$ cat src/rtl/block_serial_add_sub.sv
// block_serial_add_sub: multi-cycle adder/subtractor.
// Each clock resolves one BLOCK_SIZE-bit slice, starting with the lowest slice.
// Inside a slice, carries come from generate/propagate lookahead.
// A registered carry connects each slice to the next one.
// Operands enter through a valid/ready handshake, and results leave through another.
// Optional feature macro: ZERO_FLAG_EN adds the registered zero flag output ZF.
module block_serial_add_sub #(
  parameter int DATA_WIDTH = 8,
  parameter int BLOCK_SIZE = 2,
  localparam int STAGES_COUNT = DATA_WIDTH / BLOCK_SIZE
) (
  input  logic                  clk,
  input  logic                  rst,
  input  logic                  in_valid,
  output logic                  in_ready,
  input  logic [DATA_WIDTH-1:0] A,
  input  logic [DATA_WIDTH-1:0] B,
  input  logic                  sub,
  input  logic                  Cin,
  output logic                  out_valid,
  input  logic                  out_ready,
  output logic [DATA_WIDTH-1:0] S,
  output logic                  CF,
`ifdef ZERO_FLAG_EN
  output logic                  ZF,
`endif
  output logic                  OF
);

  localparam int STAGE_W = (STAGES_COUNT > 1) ? $clog2(STAGES_COUNT) : 1;
  localparam logic [STAGE_W-1:0] LAST_STAGE = STAGE_W'(STAGES_COUNT - 1);

  typedef enum logic [1:0] {
    IDLE,
    RUN,
    DONE
  } state_t;

  state_t                state_q;
  logic [DATA_WIDTH-1:0] a_q;
  logic [DATA_WIDTH-1:0] b_q;      // already inverted for subtraction
  logic                  sub_q;
  logic                  carry_q;  // carry into the current slice
  logic [STAGE_W-1:0]    stage_q;
  logic [DATA_WIDTH-1:0] s_q;
  logic [DATA_WIDTH-1:0] s_d;
  logic                  cf_q;
  logic                  of_q;
  logic                  in_ready_q;
  logic                  out_valid_q;

  // Datapath for the slice that stage_q currently selects.
  logic [BLOCK_SIZE-1:0] a_slice;
  logic [BLOCK_SIZE-1:0] b_slice;
  logic [BLOCK_SIZE-1:0] p;
  logic [BLOCK_SIZE-1:0] g;
  logic [BLOCK_SIZE-1:0] sum_slice;
  logic [BLOCK_SIZE:0]   c;

`ifdef ZERO_FLAG_EN
  logic zf_acc_q;  // running AND of the per-slice zero checks
  logic zf_q;
  logic slice_zero;
`endif

  // Expanded lookahead carry into bit idx+1 of the slice. Each term is a generate
  // that propagates through all higher bits up to idx. The final term carries cin
  // through the whole chain.
  function automatic logic lookahead_carry(input logic [BLOCK_SIZE-1:0] gv,
                                           input logic [BLOCK_SIZE-1:0] pv,
                                           input logic                  cin,
                                           input int                    idx);
    logic acc;
    logic prop;
    acc  = gv[idx];
    prop = pv[idx];
    for (int j = idx - 1; j >= 0; j--) begin
      acc  = acc | (prop & gv[j]);
      prop = prop & pv[j];
    end
    return acc | (prop & cin);
  endfunction

  // Select the operand slice. Constant-index decode keeps the mux simple.
  always_comb begin
    a_slice = '0;
    b_slice = '0;
    for (int k = 0; k < STAGES_COUNT; k++) begin
      if (stage_q == STAGE_W'(k)) begin
        a_slice = a_q[k*BLOCK_SIZE +: BLOCK_SIZE];
        b_slice = b_q[k*BLOCK_SIZE +: BLOCK_SIZE];
      end
    end
  end

  assign c[0] = carry_q;

  genvar gi;
  generate
    for (gi = 0; gi < BLOCK_SIZE; gi++) begin : g_bit
      assign p[gi]         = a_slice[gi] ^ b_slice[gi];
      assign g[gi]         = a_slice[gi] & b_slice[gi];
      assign c[gi+1]       = lookahead_carry(g, p, carry_q, gi);
      assign sum_slice[gi] = p[gi] ^ c[gi];
    end
  endgenerate

  // Merge the freshly computed slice into its position in the result word.
  always_comb begin
    s_d = s_q;
    for (int k = 0; k < STAGES_COUNT; k++) begin
      if (stage_q == STAGE_W'(k)) begin
        s_d[k*BLOCK_SIZE +: BLOCK_SIZE] = sum_slice;
      end
    end
  end

`ifdef ZERO_FLAG_EN
  assign slice_zero = (sum_slice == '0);
`endif

  // Control FSM. All outputs and datapath state are registered here.
  always_ff @(posedge clk or posedge rst) begin
    if (rst) begin
      state_q     <= IDLE;
      a_q         <= '0;
      b_q         <= '0;
      sub_q       <= 1'b0;
      carry_q     <= 1'b0;
      stage_q     <= '0;
      s_q         <= '0;
      cf_q        <= 1'b0;
      of_q        <= 1'b0;
      in_ready_q  <= 1'b1;
      out_valid_q <= 1'b0;
`ifdef ZERO_FLAG_EN
      zf_acc_q    <= 1'b0;
      zf_q        <= 1'b0;
`endif
    end else begin
      case (state_q)
        IDLE: begin
          if (in_valid) begin
            a_q        <= A;
            b_q        <= sub ? ~B : B;
            sub_q      <= sub;
            carry_q    <= sub ? ~Cin : Cin;
            stage_q    <= '0;
            in_ready_q <= 1'b0;
`ifdef ZERO_FLAG_EN
            zf_acc_q   <= 1'b1;
`endif
            state_q    <= RUN;
          end
        end
        RUN: begin
          s_q     <= s_d;
          carry_q <= c[BLOCK_SIZE];
`ifdef ZERO_FLAG_EN
          zf_acc_q <= zf_acc_q & slice_zero;
`endif
          if (stage_q == LAST_STAGE) begin
            // Carry out of the MSB and carry into the MSB drive the flags.
            cf_q        <= sub_q ? ~c[BLOCK_SIZE] : c[BLOCK_SIZE];
            of_q        <= c[BLOCK_SIZE] ^ c[BLOCK_SIZE-1];
`ifdef ZERO_FLAG_EN
            zf_q        <= zf_acc_q & slice_zero;
`endif
            out_valid_q <= 1'b1;
            state_q     <= DONE;
          end else begin
            stage_q <= stage_q + STAGE_W'(1);
          end
        end
        DONE: begin
          if (out_ready) begin
            out_valid_q <= 1'b0;
            in_ready_q  <= 1'b1;
            state_q     <= IDLE;
          end
        end
        default: begin
          out_valid_q <= 1'b0;
          in_ready_q  <= 1'b1;
          state_q     <= IDLE;
        end
      endcase
    end
  end

  assign in_ready  = in_ready_q;
  assign out_valid = out_valid_q;
  assign S         = s_q;
  assign CF        = cf_q;
  assign OF        = of_q;
`ifdef ZERO_FLAG_EN
  assign ZF        = zf_q;
`endif

endmodule
$ cat config.mk
export PLATFORM = sky130hd
export DESIGN_NAME = block_serial_add_sub
export DESIGN_NICKNAME = d
export VERILOG_FILES = /design/src/rtl/block_serial_add_sub.sv
export SDC_FILE = /design/constraint.sdc
export NUM_CORES = 1
export LEC_CHECK = 0
export CAP_MARGIN = 10
export CELL_PAD_IN_SITES_DETAIL_PLACEMENT = 0
export CELL_PAD_IN_SITES_GLOBAL_PLACEMENT = 1
export CORE_MARGIN = 3
export CORE_UTILIZATION = 40
export CTS_CLUSTER_SIZE = 8
export DETAILED_ROUTE_END_ITERATION = 10
export PLACE_DENSITY = 0.8
export SYNTH_ARGS = -nofsm -noshare
export SYNTH_HDL_FRONTEND = slang
export SYNTH_SLANG_ARGS = --single-unit
export TNS_END_PERCENT = 50
$ cat constraint.sdc
create_clock -name clk -period 3.1 [get_ports clk]
set_input_delay 0.465 -clock clk [delete_from_list [all_inputs] [get_ports clk]]
set_output_delay 0.465 -clock clk [all_outputs]
set_load 0.02 [all_outputs]
After elaboration in Yosys (flattened, before gate mapping)
Cells that the tools add are included.
{ "totals": {"reg_bits": 34, "out_inout_bits": 12} }
{ "classes": {"addsub": 1, "eq_ne": 9, "mux": 26, "bitwise": 19, "n_reduce_logical": 13} }
{ "ops": {"columns": ["operator", "n"], "rows": [
  ["$mux W2", 13],
  ["$reduce_and A2 Y1", 6],
  ["$reduce_and A3 Y1", 4],
  ["$mux W8", 1],
  ["$ne A2 B2 Y1 const B", 4],
  ["$not A8 Y8", 1],
  ["$mux W1", 7],
  ["$and A1 B1 Y1", 6],
  ["$eq A2 B2 Y1 const B", 3],
  ["$pmux W1 S3", 2],
  ["$pmux W2 S3", 1],
  ["$xor A1 B1 Y1", 5],
  ["$eq A2 B1 Y1 const B", 2],
  ["$logic_not A2 Y1", 2],
  ["$not A1 Y1", 4],
  ["$pmux W2 S2", 1],
  ["$or A1 B1 Y1", 3],
  ["$add A2 B1 Y2 const B", 1],
  ["$pmux W1 S2", 1],
  ["$reduce_bool A2 Y1", 1]
]} }

Depth between registers and ports, before layout
Gate-level depths: netlist of run 1.
{ "depth": {"ltp_word": 11, "ltp_mapped": 10, "mapped_depth_nobuf": 9} }

Least setup slack after synthesis of run 1
Ideal clock, no wire load.
{ "synth_path": {"path_kind": "register to register", "from": "reg stage_q[1]", "to": "reg s_q[0] (netlist: S[0])", "arrival_ns": 2.089, "setup_slack_ns": 0.887, "stages_incl_launch_ff": 8, "n_path_buf": 0, "synth_period_minus_slack_ns": 2.213, "cell_sequence": "dfrtp_1 > inv_1 > ha_1 > nor2b_1 > a221oi_1 > o31ai_1 > fa_1 > mux2_2"} }
{ "synth_via": {"elab_chain_len": 7, "elab_cells_between_ends": 15, "cone_classes": "eq/ne: 3; mux: 8; bitwise: 2; reduce/logical: 2"} }
{ "synth_lines": {"columns": ["element", "line", "text"], "rows": [
  ["start: declaration", "44", "logic [STAGE_W-1:0] stage_q;"],
  ["start signal: assignment", "172", "stage_q <= stage_q + STAGE_W'(1);"],
  ["$logic_not A2 Y1", "89", "if (stage_q == STAGE_W'(k)) begin"],
  ["$mux W2 (4 in series)", "89", null],
  ["$xor A1 B1 Y1 *", "101", "assign p[gi] = a_slice[gi] ^ b_slice[gi];"],
  ["$xor A1 B1 Y1 *", "104", "assign sum_slice[gi] = p[gi] ^ c[gi];"],
  ["net sum_slice[0]", "57", "logic [BLOCK_SIZE-1:0] sum_slice;"],
  ["end signal: assignment", "131", "s_q <= '0;"],
  ["end signal: assignment", "157", "s_q <= s_d;"],
  ["end: declaration", "45", "logic [DATA_WIDTH-1:0] s_q;"]
]} }
The timed path passes the listed nets; every way through them passes the cells marked *.
A chain may end at the register's enable or synchronous reset.

Worst setup path in the final report of run 1
{ "layout_path": {"from": "reg stage_q[1]", "to": "reg of_q (netlist: OF)"} }
{ "layout_via": {"elab_chain_len": 10, "elab_cells_between_ends": 25, "cone_classes": "eq/ne: 3; mux: 8; bitwise: 12; reduce/logical: 2"} }
{ "layout_lines": {"columns": ["element", "line", "text"], "rows": [
  ["$logic_not A2 Y1", "89", null],
  ["$mux W2 (4 in series)", "89", null],
  ["$xor A1 B1 Y1 or $and A1 B1 Y1 (tied branches)", "101, 102", null],
  ["$and A1 B1 Y1, on equally long branches", "78, 79", null],
  ["$or A1 B1 Y1 or $and A1 B1 Y1 (tied branches)", "78, 81", null],
  ["$or A1 B1 Y1", "81", "return acc | (prop & cin);"],
  ["$xor A1 B1 Y1", "165", "of_q <= c[BLOCK_SIZE] ^ c[BLOCK_SIZE-1];"],
  ["end signal: assignment", "165", null],
  ["end: declaration", "48", "logic of_q;"]
]} }
Several ways; a longest one is shown, not always the timed one.

==> metrics.md, run 1 <==
| Metric | Value |
|---|---|
| Clock latency on the worst-skew pair | `280 ps` |
| CTS Buf Count | `5` |
| Final worst path period share | `0.828` |
| Global placement routability congestion | `0.836` |
| Final setup viols | `0` |
| Core Util, Final | `0.531` |
| Post-synthesis async set-or-reset flop share | `1.00` |
| Crit. Startpoint | `stage_q[1]` |
| Worst reg2reg path depth | `9` |
| Total negative setup slack | `0 ps` |
| EDFF count, synth | `0` |
| RSZ-0062 raised after global routing | `false` |
| H-tree depth | `2` |
| Clk pin slew, worst setup/hold paths | `70 ps` |
| # port buffers | `33` |
| Leak | `0.940 nW` |
| Worst setup SP type | `flip-flop` |
| Final Hold Fails | `0` |
| Maximum capacitance violations | `0` |
| Power per cell area | `1070 nW/um^2` |
| Post-CTS Hold Buffers | `0` |
| Hold Path Class | `flip-flop to flip-flop` |
| Most frequent cells after synthesis | `dfrtp_1 (33), nand2_1 (22), mux2_2 (13)` |
| Clock skew | `5.51 ps` |
| WL/cell | `14.0 um` |
| Post-synth top area share | `0.477` |
| Grt total ovfl | `0` |
| Iteration-0 DRC Markers | `33` |
| Area leader, netlist | `dfrtp_1` |
| Synth Area per Inst | `11.0 um^2` |
| Full die area | `5150 um^2` |
| Initial antenna violation count | `0` |
| DR DRC count | `0` |
| Clock sink count | `34` |
| Post-Route WL | `3420 um` |
| Pin count of the biggest net entering global routing | `19` |
| Filler cells | `367` |
| Critical-path cell list | `inv_1, ha_1, nor2b_1, a221oi_1, o31ai_1, ha_1, and3_1, nor3_1, o31ai_1` |
| First-pass GRT wire length | `5780 um` |
| I/O pin count | `34` |
| Average vias per placed instance | `5.09` |
| DIE WIDTH | `71.8 um` |
| Sequential cell area | `852 um^2` |
| R2R Setup Slk | `530 ps` |
| Post-Syn Nets | `187` |
| Ys Warns | `0` |
| Tmin final | `2570 ps` |
| Synth top area cells | `dfrtp_1 (48%), mux2_2 (8.5%), nand2_1 (4.8%)` |
| Termination of the worst setup path | `OF` |
| Share of cells above drive strength 1 | `0.134` |
| CP Data Arrival Time | `2730 ps` |
| Initial DRT Pass Iterations | `4` |
| Initial Utilization | `0.423` |
| Post_cts resized | `0` |
| Total Nets Final | `222` |
| Critical Path Fanout Max | `7` |
| Comb pwr share | `0.517` |
| Die H | `71.8 um` |
| Detail Placement HPWL | `2700 um` |
| Multi-input logic area | `802 um^2` |
| Seq cells post-synth | `34` |
| Post-CTS setup buffers | `0` |
| P_sw | `0.926 mW` |
| Cells after synthesis | `158` |
| Worst Path Required | `3260 ps` |
| Main synth FF type | `dfrtp_1` |
| P_int | `1.40 mW` |
| ANT nets after route | `0` |
| GR Util All Layers | `0.144` |
| Max Root-Sink Buffers | `2` |
| Root Driver | `clkbuf_8` |
| Net Sw Frac | `0.398` |
| Slew @ Worst Pin | `646 ps` |
| Status | `completed` |
| Most frequent cell after synthesis | `dfrtp_1` |
| Maximum vdd drop | `360 uV` |
| RR Endpoint | `OF` |
| Setup crit end kind | `flip-flop` |
| Critical path class | `flip-flop to flip-flop` |
| Slowest stage cell, crit path | `o31ai_1` |
| Core area | `4090 um^2` |
| Core Rows | `23` |
| P&R area growth vs syn | `25.3%` |
| Post-synthesis sequential area ratio | `0.492` |
| Slew HR | `0.569` |
| Reg-to-Reg Start | `stage_q[1]` |
| Max-slew violation total from the final report | `0` |
| Antenna diodes | `0` |
| Top achievable clock speed | `390 MHz` |
| Max incr delay on CP | `450 ps` |
| Routed vias | `1241` |
| Vias in the first global route | `1257` |
| Cell variety after synth | `37` |
| CTS tree | `built` |
| Clock power frac | `0.133` |
| Sequential fraction of design power | `0.351` |
| Cell Area, Synth | `1730 um^2` |
[metal layers]
layer | wire (um) | global-route usage | share of wire | up-vias
li1 | - | - | - | 621
met2 | 1640 | 0.236 | 0.48 | 34
met1 | 1510 | 0.177 | 0.44 | 576
met5 | 0 | 0 | 0 | -
met3 | 177 | 0.0421 | 0.052 | 10
met4 | 93 | 0.0626 | 0.027 | 0
[critical path: cells and delay by family (launching register included)]
kind / cells / cell delay [ps]
adder cells (fa/ha/maj): 2 / 610
AND/OR/NAND/NOR: 3 / 660
buffers and inverters: 1 / 90
AO/OA/AOI/OAI: 3 / 680
flip-flops: 1 / 410
[flip-flops by register name, summed over array words and instances (netlist names)]
register,cells
CF,1
OF,1
S,8
a_q,8
b_q,8
carry_q,1
in_ready,1
out_valid,1
stage_q,2
state_q,2
sub_q,1
[cell families (layout without fill, tap and decap cells)]
kind of cell,count (synthesis),count (layout),share of synthesized area
xor gates and xnor gates,10,10,0.0506
muxes,13,13,0.0846
and+or+nand+nor,41,41,0.127
AOI/OAI and AO/OA,40,40,0.146
adders and majority gates,7,7,0.0550
DFF,34,34,0.492
buffers and inverters,13,49,0.0441
[area by class of cell]
cell class / instances / area share
Clock buffer: 8 / 0.0369
Inverter: 5 / 0.00866
Multi-Input combinational cell: 111 / 0.370
Sequential cell: 34 / 0.393
Tap cell: 50 / 0.0289
Timing Repair Buffer: 36 / 0.163
[worst min path at each step]
stage                start      to  slack [ps]  depth (start not counted)
floorplan           b_q[7]  b_q[7]         450                          2
global placement      S[7]    S[7]         460                          2
detailed placement      CF      CF         470                          2
CTS                     CF      CF         490                          2
global route          S[0]    S[0]         520                          1
finish                  CF      CF         480                          2
[placed cells by master, fill, tap and decap left out]
| cell | Yosys | layout |
|---|---|---|
| dfstp_2 | 1 | 1 |
| and3_1 | 1 | 1 |
| fa_1 | 1 | 1 |
| o32a_1 | 1 | 1 |
| clkbuf_8 | 0 | 5 |
| nor3b_2 | 1 | 1 |
| o21ai_1 | 7 | 7 |
| xnor2_1 | 9 | 9 |
| clkdlybuf4s50_1 | 0 | 33 |
| a21boi_0 | 3 | 3 |
| or3_1 | 1 | 1 |
| mux2_2 | 13 | 13 |
| nand2_1 | 22 | 22 |
| a22o_1 | 1 | 1 |
| or3b_1 | 1 | 1 |
| a21o_1 | 2 | 2 |
| nor2b_1 | 4 | 4 |
| o21ai_2 | 2 | 2 |
| a221oi_1 | 3 | 3 |
| o31ai_1 | 5 | 5 |
| nor2_1 | 2 | 2 |
| xor2_1 | 1 | 1 |
| nor3b_1 | 1 | 1 |
| nor3_1 | 2 | 2 |
| inv_1 | 5 | 5 |
| nand3_1 | 1 | 1 |
| nand2b_1 | 1 | 1 |
| o21ai_0 | 10 | 10 |
| buf_4 | 1 | 3 |
| ha_1 | 6 | 6 |
| nand3b_4 | 1 | 1 |
| dfrtp_1 | 33 | 33 |
| a21oi_1 | 6 | 6 |
| nand3b_1 | 3 | 3 |
| clkbuf_1 | 1 | 3 |
[stage by stage]
stage          power (mW)  area, um^2  cells  hold slack [ps]  setup WS [ps]
3_3_place_gp         1.98        2090    236              463            738
5_1_grt              2.53        2170    244              524            343
6_report             2.32        2170    244              479            534
2_1_floorplan        1.68        1730    158              451            887
4_1_cts              2.35        2170    244              488            560
3_5_place_dp         2.04        2090    236              472            597
[power groups by stage]
stage | Clock [mW] | Combinational (mW) | Sequential (mW)
2_1_floorplan | 0 | 0.827 | 0.850
3_3_place_gp | 0 | 1.16 | 0.822
3_5_place_dp | 0 | 1.21 | 0.829
4_1_cts | 0.320 | 1.21 | 0.819
5_1_grt | 0.339 | 1.35 | 0.844
6_report | 0.309 | 1.20 | 0.815
(Power assumes the default switching activity.)
==> run 2, diff against run 1 <==
--- a/config.mk
+++ b/config.mk
@@ -9,10 +9,10 @@
 export CELL_PAD_IN_SITES_DETAIL_PLACEMENT = 0
 export CELL_PAD_IN_SITES_GLOBAL_PLACEMENT = 1
 export CORE_MARGIN = 3
-export CORE_UTILIZATION = 40
+export CORE_UTILIZATION = 36
 export CTS_CLUSTER_SIZE = 8
 export DETAILED_ROUTE_END_ITERATION = 10
-export PLACE_DENSITY = 0.8
+export PLACE_DENSITY = 0.76
 export SYNTH_ARGS = -nofsm -noshare
 export SYNTH_HDL_FRONTEND = slang
 export SYNTH_SLANG_ARGS = --single-unit
==> constraint.sdc (replaced) <==
create_clock -name clk -period 2.15 [get_ports clk]
set_input_delay 0.3225 -clock clk [delete_from_list [all_inputs] [get_ports clk]]
set_output_delay 0.3225 -clock clk [all_outputs]
set_load 0.02 [all_outputs]
==> run 2 against run 1 <==
Against the previous run:
- the flow now finishes with violations (setup timing)
- die area increased by 10%
- register-to-register slack got worse by 560 ps
- critical endpoint is now S[4]
- global-route usage increased by 1.4 points
- sequential share of layout area decreased by 4.3 points
- clock power increased by 44%
- clock skew about the same
==> metrics.md, run 2 (same netlist as run 1, synthesis figures left out) <==
| Metric | Value |
|---|---|
| Status | `complete, but fails checks` |
| Failing checks | `setup timing` |
| P_sw | `1.71 mW (+85%)` |
| Initial DRT Pass Iterations | `4 (unchanged)` |
| Antenna diodes | `0 (unchanged)` |
| Post-route setup slack | `-23.1 ps (-557 ps)` |
| Worst setup SP type | `flip-flop` |
| Average vias per placed instance | `5.12 (+0.76%)` |
| Reg-to-Reg Start | `stage_q[0]` |
| Max-slew violation total from the final report | `0 (unchanged)` |
| Share of cells above drive strength 1 | `0.298 (+0.164)` |
| Clk pin slew, worst setup/hold paths | `70 ps (about the same)` |
| Final setup viols | `4 (+4)` |
| Routed vias | `1317 (+6.1%)` |
| Commonest non-fill, non-tap cell in the layout | `clkdlybuf4s50_1` |
| Global placement routability congestion | `0.849 (+1.6%)` |
| Worst path buffer plus inverter count | `1 (unchanged)` |
| Slew HR | `0.612 (+0.0429)` |
| ANT nets after route | `0 (unchanged)` |
| CP top delay family | `adder cells` |
| Pin count of the biggest net entering global routing | `35 (+16)` |
| Full die area | `5670 um^2 (+10%)` |
| RSZ-0062 raised after global routing | `true` |
| Hold Slack | `428 ps (-51.1 ps)` |
| H-tree depth | `2 (unchanged)` |
| Maximum capacitance violations | `0 (unchanged)` |
| P&R area growth vs syn | `41.1%` |
| Setup crit end kind | `flip-flop` |
| Iteration-0 DRC Markers | `26 (-21%)` |
| First-pass GRT wire length | `6730 um (+16%)` |
| Net Sw Frac | `0.403 (+0.00426)` |
| Tmin final | `2170 ps (-393 ps)` |
| Max incr delay on CP | `520 ps (+70 ps)` |
| Filler cells | `400 (+9.0%)` |
| CTS tree | `built` |
| Sequential fraction of design power | `0.284 (-0.067)` |
| Root Driver | `clkbuf_8` |
| # port buffers | `33 (unchanged)` |
| Top achievable clock speed | `460 MHz (+18%)` |
| Post-Route WL | `4040 um (+18%)` |
| Comb pwr share | `0.611 (+0.094)` |
| DR DRC count | `0 (unchanged)` |
| Slew @ Worst Pin | `583 ps (-63.7 ps)` |
| R2R Setup Slk | `-20 ps (-560 ps)` |
| Clock sink count | `34 (unchanged)` |
| GR Util All Layers | `0.159 (+0.0142)` |
| Final Hold Fails | `0 (unchanged)` |
| Slowest stage cell, crit path | `fa_2` |
| Critical path class | `flip-flop to flip-flop` |
| Max Root-Sink Buffers | `2 (unchanged)` |
| Core area | `4500 um^2 (+10%)` |
| Clock skew | `5.76 ps (+0.255 ps)` |
| Total Nets Final | `234 (+5.4%)` |
| Vias in the first global route | `1434 (+14%)` |
| Core Rows | `24 (+4.3%)` |
| Die H | `75.3 um (+5.0%)` |
| I/O pin count | `34 (unchanged)` |
| Clock power frac | `0.105 (-0.028)` |
| Initial Utilization | `0.384 (-0.0393)` |
| Detail Placement HPWL | `2760 um (+2.2%)` |
| Clock latency on the worst-skew pair | `290 ps (about the same)` |
| Pre-CTS setup slack | `-283 ps (-880 ps)` |
| Power per cell area | `1740 nW/um^2 (+62%)` |
| Most frequent cells in the layout | `clkdlybuf4s50_1 (33), dfrtp_1 (32), nand2_1 (22)` |
| Maximum vdd drop | `575 uV (+60%)` |
| Post-CTS Hold Buffers | `0 (unchanged)` |
| CP Data Arrival Time | `2350 ps (-380 ps)` |
| CTS Buf Count | `5 (unchanged)` |
| DIE WIDTH | `75.3 um (+5.0%)` |
| Hold Path Class | `input pin to asynchronous set/reset pin` |
| P_int | `2.53 mW (+81%)` |
| Final worst path period share | `1.01 (+0.183)` |
| Sequential cell area | `853 um^2 (+0.15%)` |
| WL/cell | `15.7 um (+12%)` |
| Critical-path cell list | `inv_4, ha_4, nor2b_4, a221oi_2, o31ai_4, fa_2, mux2_4` |
| Grt total ovfl | `0 (unchanged)` |
| Multi-input logic area | `982 um^2 (+22%)` |
| Worst reg2reg path depth | `7 (-2)` |
| Leak | `1.03 nW (+9.7%)` |
| RR Endpoint | `S[4]` |
| Power, Total | `4.24 mW (+83%)` |
| Critical Path Fanout Max | `4 (-3)` |
| Worst Path Required | `2330 ps (-930 ps)` |
| Initial antenna violation count | `0 (unchanged)` |
-- run 2: changes by cell type in the layout (fill, tap and decap cells not counted), moves of 2 or more --
| cell | before | now |
|---|---|---|
| o31ai_1 | 5 | 2 |
| ha_1 | 6 | 1 |
| o21ai_0 | 10 | 5 |
| a221oi_2 | 0 | 3 |
| buf_4 | 3 | 15 |
| inv_1 | 5 | 3 |
| o31ai_4 | 0 | 2 |
| o21ai_1 | 7 | 11 |
| a21oi_1 | 6 | 4 |
| ha_4 | 0 | 5 |
| a221oi_1 | 3 | 0 |
-- run 2: per-layer routing --
metal  vias to the layer above  GRT usage  part of all wire
li1                        645          -                 -
met1                       632      0.189              0.41
met2                        33      0.273              0.53
met3                         7     0.0422             0.044
met4                         0     0.0602             0.015
met5                         -          0                 0
-- run 2: worst max-delay path by stage --
stage	end	start	cells past startpoint	slack [ps]
after floorplan	S[0]	stage_q[1]	7	20
after CTS	S[4]	stage_q[0]	8	-30
after global placement	S[7]	stage_q[1]	8	-170
after global routing	S[0]	stage_q[0]	7	-90
final	S[4]	stage_q[0]	7	-20
after detailed placement	S[5]	stage_q[1]	8	-280
-- run 2: what timing repair did --
item                                    in CTS  in global routing
endpoints found under the setup margin      11                 11
pin swaps                                   11                  6
buffers inserted                             5                  1
endpoints found under the hold margin        0                  0
gates resized for setup                     24                 16
-- run 2: power groups by stage --
stage	clock network (mW)	logic, mW	registers (mW)
2_1_floorplan	0	1.20	1.23
5_1_grt	0.478	2.83	1.25
3_5_place_dp	0	1.86	1.19
3_3_place_gp	0	1.78	1.17
4_1_cts	0.458	2.33	1.20
6_report	0.445	2.59	1.21
-- run 2: layout make-up --
type / instances / area share
timing repair buffer: 48 / 0.181
tap: 52 / 0.0267
sequential: 34 / 0.350
clock buffer: 7 / 0.0313
multi-input combinational: 111 / 0.402
inverter: 5 / 0.00871
-- run 2: worst reg2reg max path: stages (launching register included) --
cell and delay (ps):
dfrtp_2 450, inv_4 100, ha_4 140, nor2b_4 190
a221oi_2 100, o31ai_4 270, fa_2 520, mux2_4 290
-- run 2: per-stage QoR --
step	cell area, um^2	cells	util	TNS [ps]
2_1_floorplan	1740	158	-	0
3_3_place_gp	2150	245	0.477	-1140
3_5_place_dp	2150	245	0.477	-2470
5_1_grt	2440	257	0.542	-536
6_report	2440	257	0.542	-53.0
4_1_cts	2360	257	0.523	-94.0
==> run 3, diff against run 2 <==
--- a/config.mk
+++ b/config.mk
@@ -9,10 +9,10 @@
 export CELL_PAD_IN_SITES_DETAIL_PLACEMENT = 0
 export CELL_PAD_IN_SITES_GLOBAL_PLACEMENT = 1
 export CORE_MARGIN = 3
-export CORE_UTILIZATION = 36
+export CORE_UTILIZATION = 40
 export CTS_CLUSTER_SIZE = 8
 export DETAILED_ROUTE_END_ITERATION = 10
-export PLACE_DENSITY = 0.76
+export PLACE_DENSITY = 0.8
 export SYNTH_ARGS = -nofsm -noshare
 export SYNTH_HDL_FRONTEND = slang
 export SYNTH_SLANG_ARGS = --single-unit
==> constraint.sdc (replaced) <==
create_clock -name clk -period 2.2 [get_ports clk]
set_input_delay 0.33 -clock clk [delete_from_list [all_inputs] [get_ports clk]]
set_output_delay 0.33 -clock clk [all_outputs]
set_load 0.02 [all_outputs]
==> run 3 against run 2 <==
Against the previous run:
- the run still ends with setup timing left
- sequential power is essentially flat
- sequential share of layout area decreased by 0.32 points
- clock skew shrank 2.7 ps
- first-iteration DRC count grew 130%
- flip-flop and latch count did not move
- global-route usage shrank 0.49 points
- combinational power about the same
- worst hold slack improved by 5.6 ps
- critical path depth unchanged
- fmax is 2.0% lower
- setup slack improved by 5.5 ps
- design area rose by 0.92%
==> metrics.md, run 3 (same netlist as run 1, synthesis figures left out) <==
| Metric | Value |
|---|---|
| Slowest stage cell, crit path | `fa_2` |
| Comb pwr share | `0.615 (+0.004)` |
| Final worst path period share | `1.01 (-0.00274)` |
| Failing checks | `setup timing` |
| Final setup viols | `5 (+1)` |
| Tmin final | `2220 ps (+44.5 ps)` |
| WL/cell | `15.1 um (-3.7%)` |
| RSZ-0062 raised after global routing | `true` |
| Slew @ Worst Pin | `632 ps (+49.5 ps)` |
| Initial Utilization | `0.423 (+0.0393)` |
| Max Root-Sink Buffers | `2 (unchanged)` |
| Top achievable clock speed | `451 MHz (-2.0%)` |
| Worst Path Required | `2360 ps (+30 ps)` |
| Most frequent cells in the layout | `clkdlybuf4s50_1 (33), dfrtp_1 (32), nand2_1 (22)` |
| Max incr delay on CP | `510 ps (about the same)` |
| Slew HR | `0.578 (-0.0335)` |
| Crit. Startpoint | `stage_q[0]` |
| P_int | `2.52 mW (-0.69%)` |
| Sequential fraction of design power | `0.284 (about the same)` |
| Reg-to-Reg Start | `stage_q[0]` |
| Hold Path Class | `input pin to asynchronous set/reset pin` |
| First-pass GRT wire length | `6110 um (-9.3%)` |
| Antenna diodes | `0 (unchanged)` |
| Clk pin slew, worst setup/hold paths | `60 ps (about the same)` |
| Clock skew | `3.08 ps (-2.68 ps)` |
| Post-Route WL | `3850 um (-4.8%)` |
| Vias in the first global route | `1325 (-7.6%)` |
| Core area | `4090 um^2 (-9.3%)` |
| Setup crit end kind | `flip-flop` |
| Initial DRT Pass Iterations | `4 (unchanged)` |
| Worst setup SP type | `flip-flop` |
| GR Util All Layers | `0.154 (-0.00495)` |
| CTS Buf Count | `5 (unchanged)` |
| Net Sw Frac | `0.400 (-0.00236)` |
| Clock power frac | `0.100 (-0.005)` |
| CP top delay family | `adder cells` |
| Routed vias | `1319 (+0.15%)` |
| Root Driver | `clkbuf_8` |
| Critical Path Fanout Max | `4 (unchanged)` |
| # port buffers | `33 (unchanged)` |
| Grt total ovfl | `0 (unchanged)` |
| I/O pin count | `34 (unchanged)` |
| DR DRC count | `0 (unchanged)` |
| Post-route setup slack | `-17.6 ps (+5.49 ps)` |
| Total Nets Final | `233 (-0.43%)` |
| Detail Placement HPWL | `2810 um (+2.0%)` |
| Pin count of the biggest net entering global routing | `20 (-43%)` |
| Clock latency on the worst-skew pair | `280 ps (about the same)` |
| R2R Setup Slk | `-20 ps (about the same)` |
| DIE WIDTH | `71.8 um (-4.7%)` |
| P&R area growth vs syn | `42.4%` |
| Die H | `71.8 um (-4.7%)` |
| Final Hold Fails | `0 (unchanged)` |
| Critical path class | `flip-flop to flip-flop` |
| Maximum vdd drop | `657 uV (+14%)` |
| Total negative setup slack | `-51.5 ps (+1.47 ps)` |
| Core Rows | `23 (-4.2%)` |
| Post-CTS Hold Buffers | `0 (unchanged)` |
| Leak | `1.04 nW (+0.34%)` |
| Maximum capacitance violations | `0 (unchanged)` |
| CTS tree | `built` |
| Clock sink count | `34 (unchanged)` |
| Commonest non-fill, non-tap cell in the layout | `clkdlybuf4s50_1` |
| Initial antenna violation count | `0 (unchanged)` |
| Full die area | `5150 um^2 (-9.2%)` |
| Critical-path cell list | `inv_4, ha_4, nor2b_4, a221oi_4, o31ai_4, fa_2, mux2_2` |
| Average vias per placed instance | `5.19 (+1.3%)` |
| Max-slew violation total from the final report | `0 (unchanged)` |
| Status | `complete, but fails checks` |
| Power, Total | `4.20 mW (-1.1%)` |
| Iteration-0 DRC Markers | `59 (+130%)` |
| ANT nets after route | `0 (unchanged)` |
| Power per cell area | `1700 nW/um^2 (-2.0%)` |
| Share of cells above drive strength 1 | `0.294 (-0.00344)` |
| Worst path buffer plus inverter count | `1 (unchanged)` |
| Global placement routability congestion | `0.813 (-4.3%)` |
| P_sw | `1.68 mW (-1.7%)` |
| H-tree depth | `2 (unchanged)` |
| CP Data Arrival Time | `2380 ps (+30 ps)` |
-- run 3: cell types whose count changed in the layout (fill, tap and decap cells not counted), moves of 2 or more --
cell / delta
buf_4: -4
a221oi_2: -2
buf_6: +2
a221oi_4: +2
-- run 3: timing repair --
item / CTS / global route
setup buffers: 0 / 2
gates resized for setup: 10 / 33
pin swaps: 2 / 12
setup endpoints to repair: 11 / 11
-- run 3: worst reg2reg max path: cells and delay by family (launching register included) --
| kind | cells | cell delay [ps] |
|---|---|---|
| buffers and inverters | 1 | 80 |
| adder cells (fa/ha/maj) | 2 | 640 |
| AND/OR/NAND/NOR | 1 | 240 |
| AO/OA/AOI/OAI | 2 | 410 |
| flip-flops | 1 | 450 |
| multiplexers | 1 | 280 |
-- run 3: worst paths after layout --
check	cells after the start	endpoint
worst max-delay path	7	S[2]
worst min register to register	2	CF
worst min-delay path	2	S[0]
worst max register to register	7	S[2]
min in group clk	2	CF
max in group asynchronous	3	stage_q[0]
-- run 3: cell type report --
type,count,area (um^2)
clock buffers,7,76.3
fillers,340,1620
inverters,5,21.3
multi-input cells,111,995
flip-flops and latches,34,853
well taps,50,62.6
repair buffers,47,455
-- run 3: per-stage QoR --
step | instances | utilization | worst slack, ps | hold slack [ps] | area [um^2]
6_report | 254 | 0.603 | -17.6 | 433 | 2460
5_1_grt | 254 | 0.603 | -162 | 498 | 2460
4_1_cts | 253 | 0.561 | -9.82 | 465 | 2290
3_5_place_dp | 246 | 0.532 | -173 | 468 | 2180
3_3_place_gp | 246 | 0.532 | -111 | 466 | 2180
2_1_floorplan | 158 | - | 19.0 | 447 | 1730
-- run 3: power groups by stage --
stage | combinational [mW] | sequential (mW) | clock [mW]
detailed placement | 1.83 | 1.17 | 0
floorplan | 1.16 | 1.20 | 0
CTS | 1.98 | 1.16 | 0.430
global placement | 1.77 | 1.15 | 0
global route | 2.83 | 1.23 | 0.458
finish | 2.58 | 1.19 | 0.421
-- run 3: layer usage --
layer  track usage  vias up  routed length, um  part of all wire
li1              -      647                  -                 -
met4        0.0522        0                 38            0.0099
met1         0.181      641               1610              0.42
met5             0        -                  0                 0
met2         0.261       26               2030              0.53
met3        0.0519        5                169             0.044
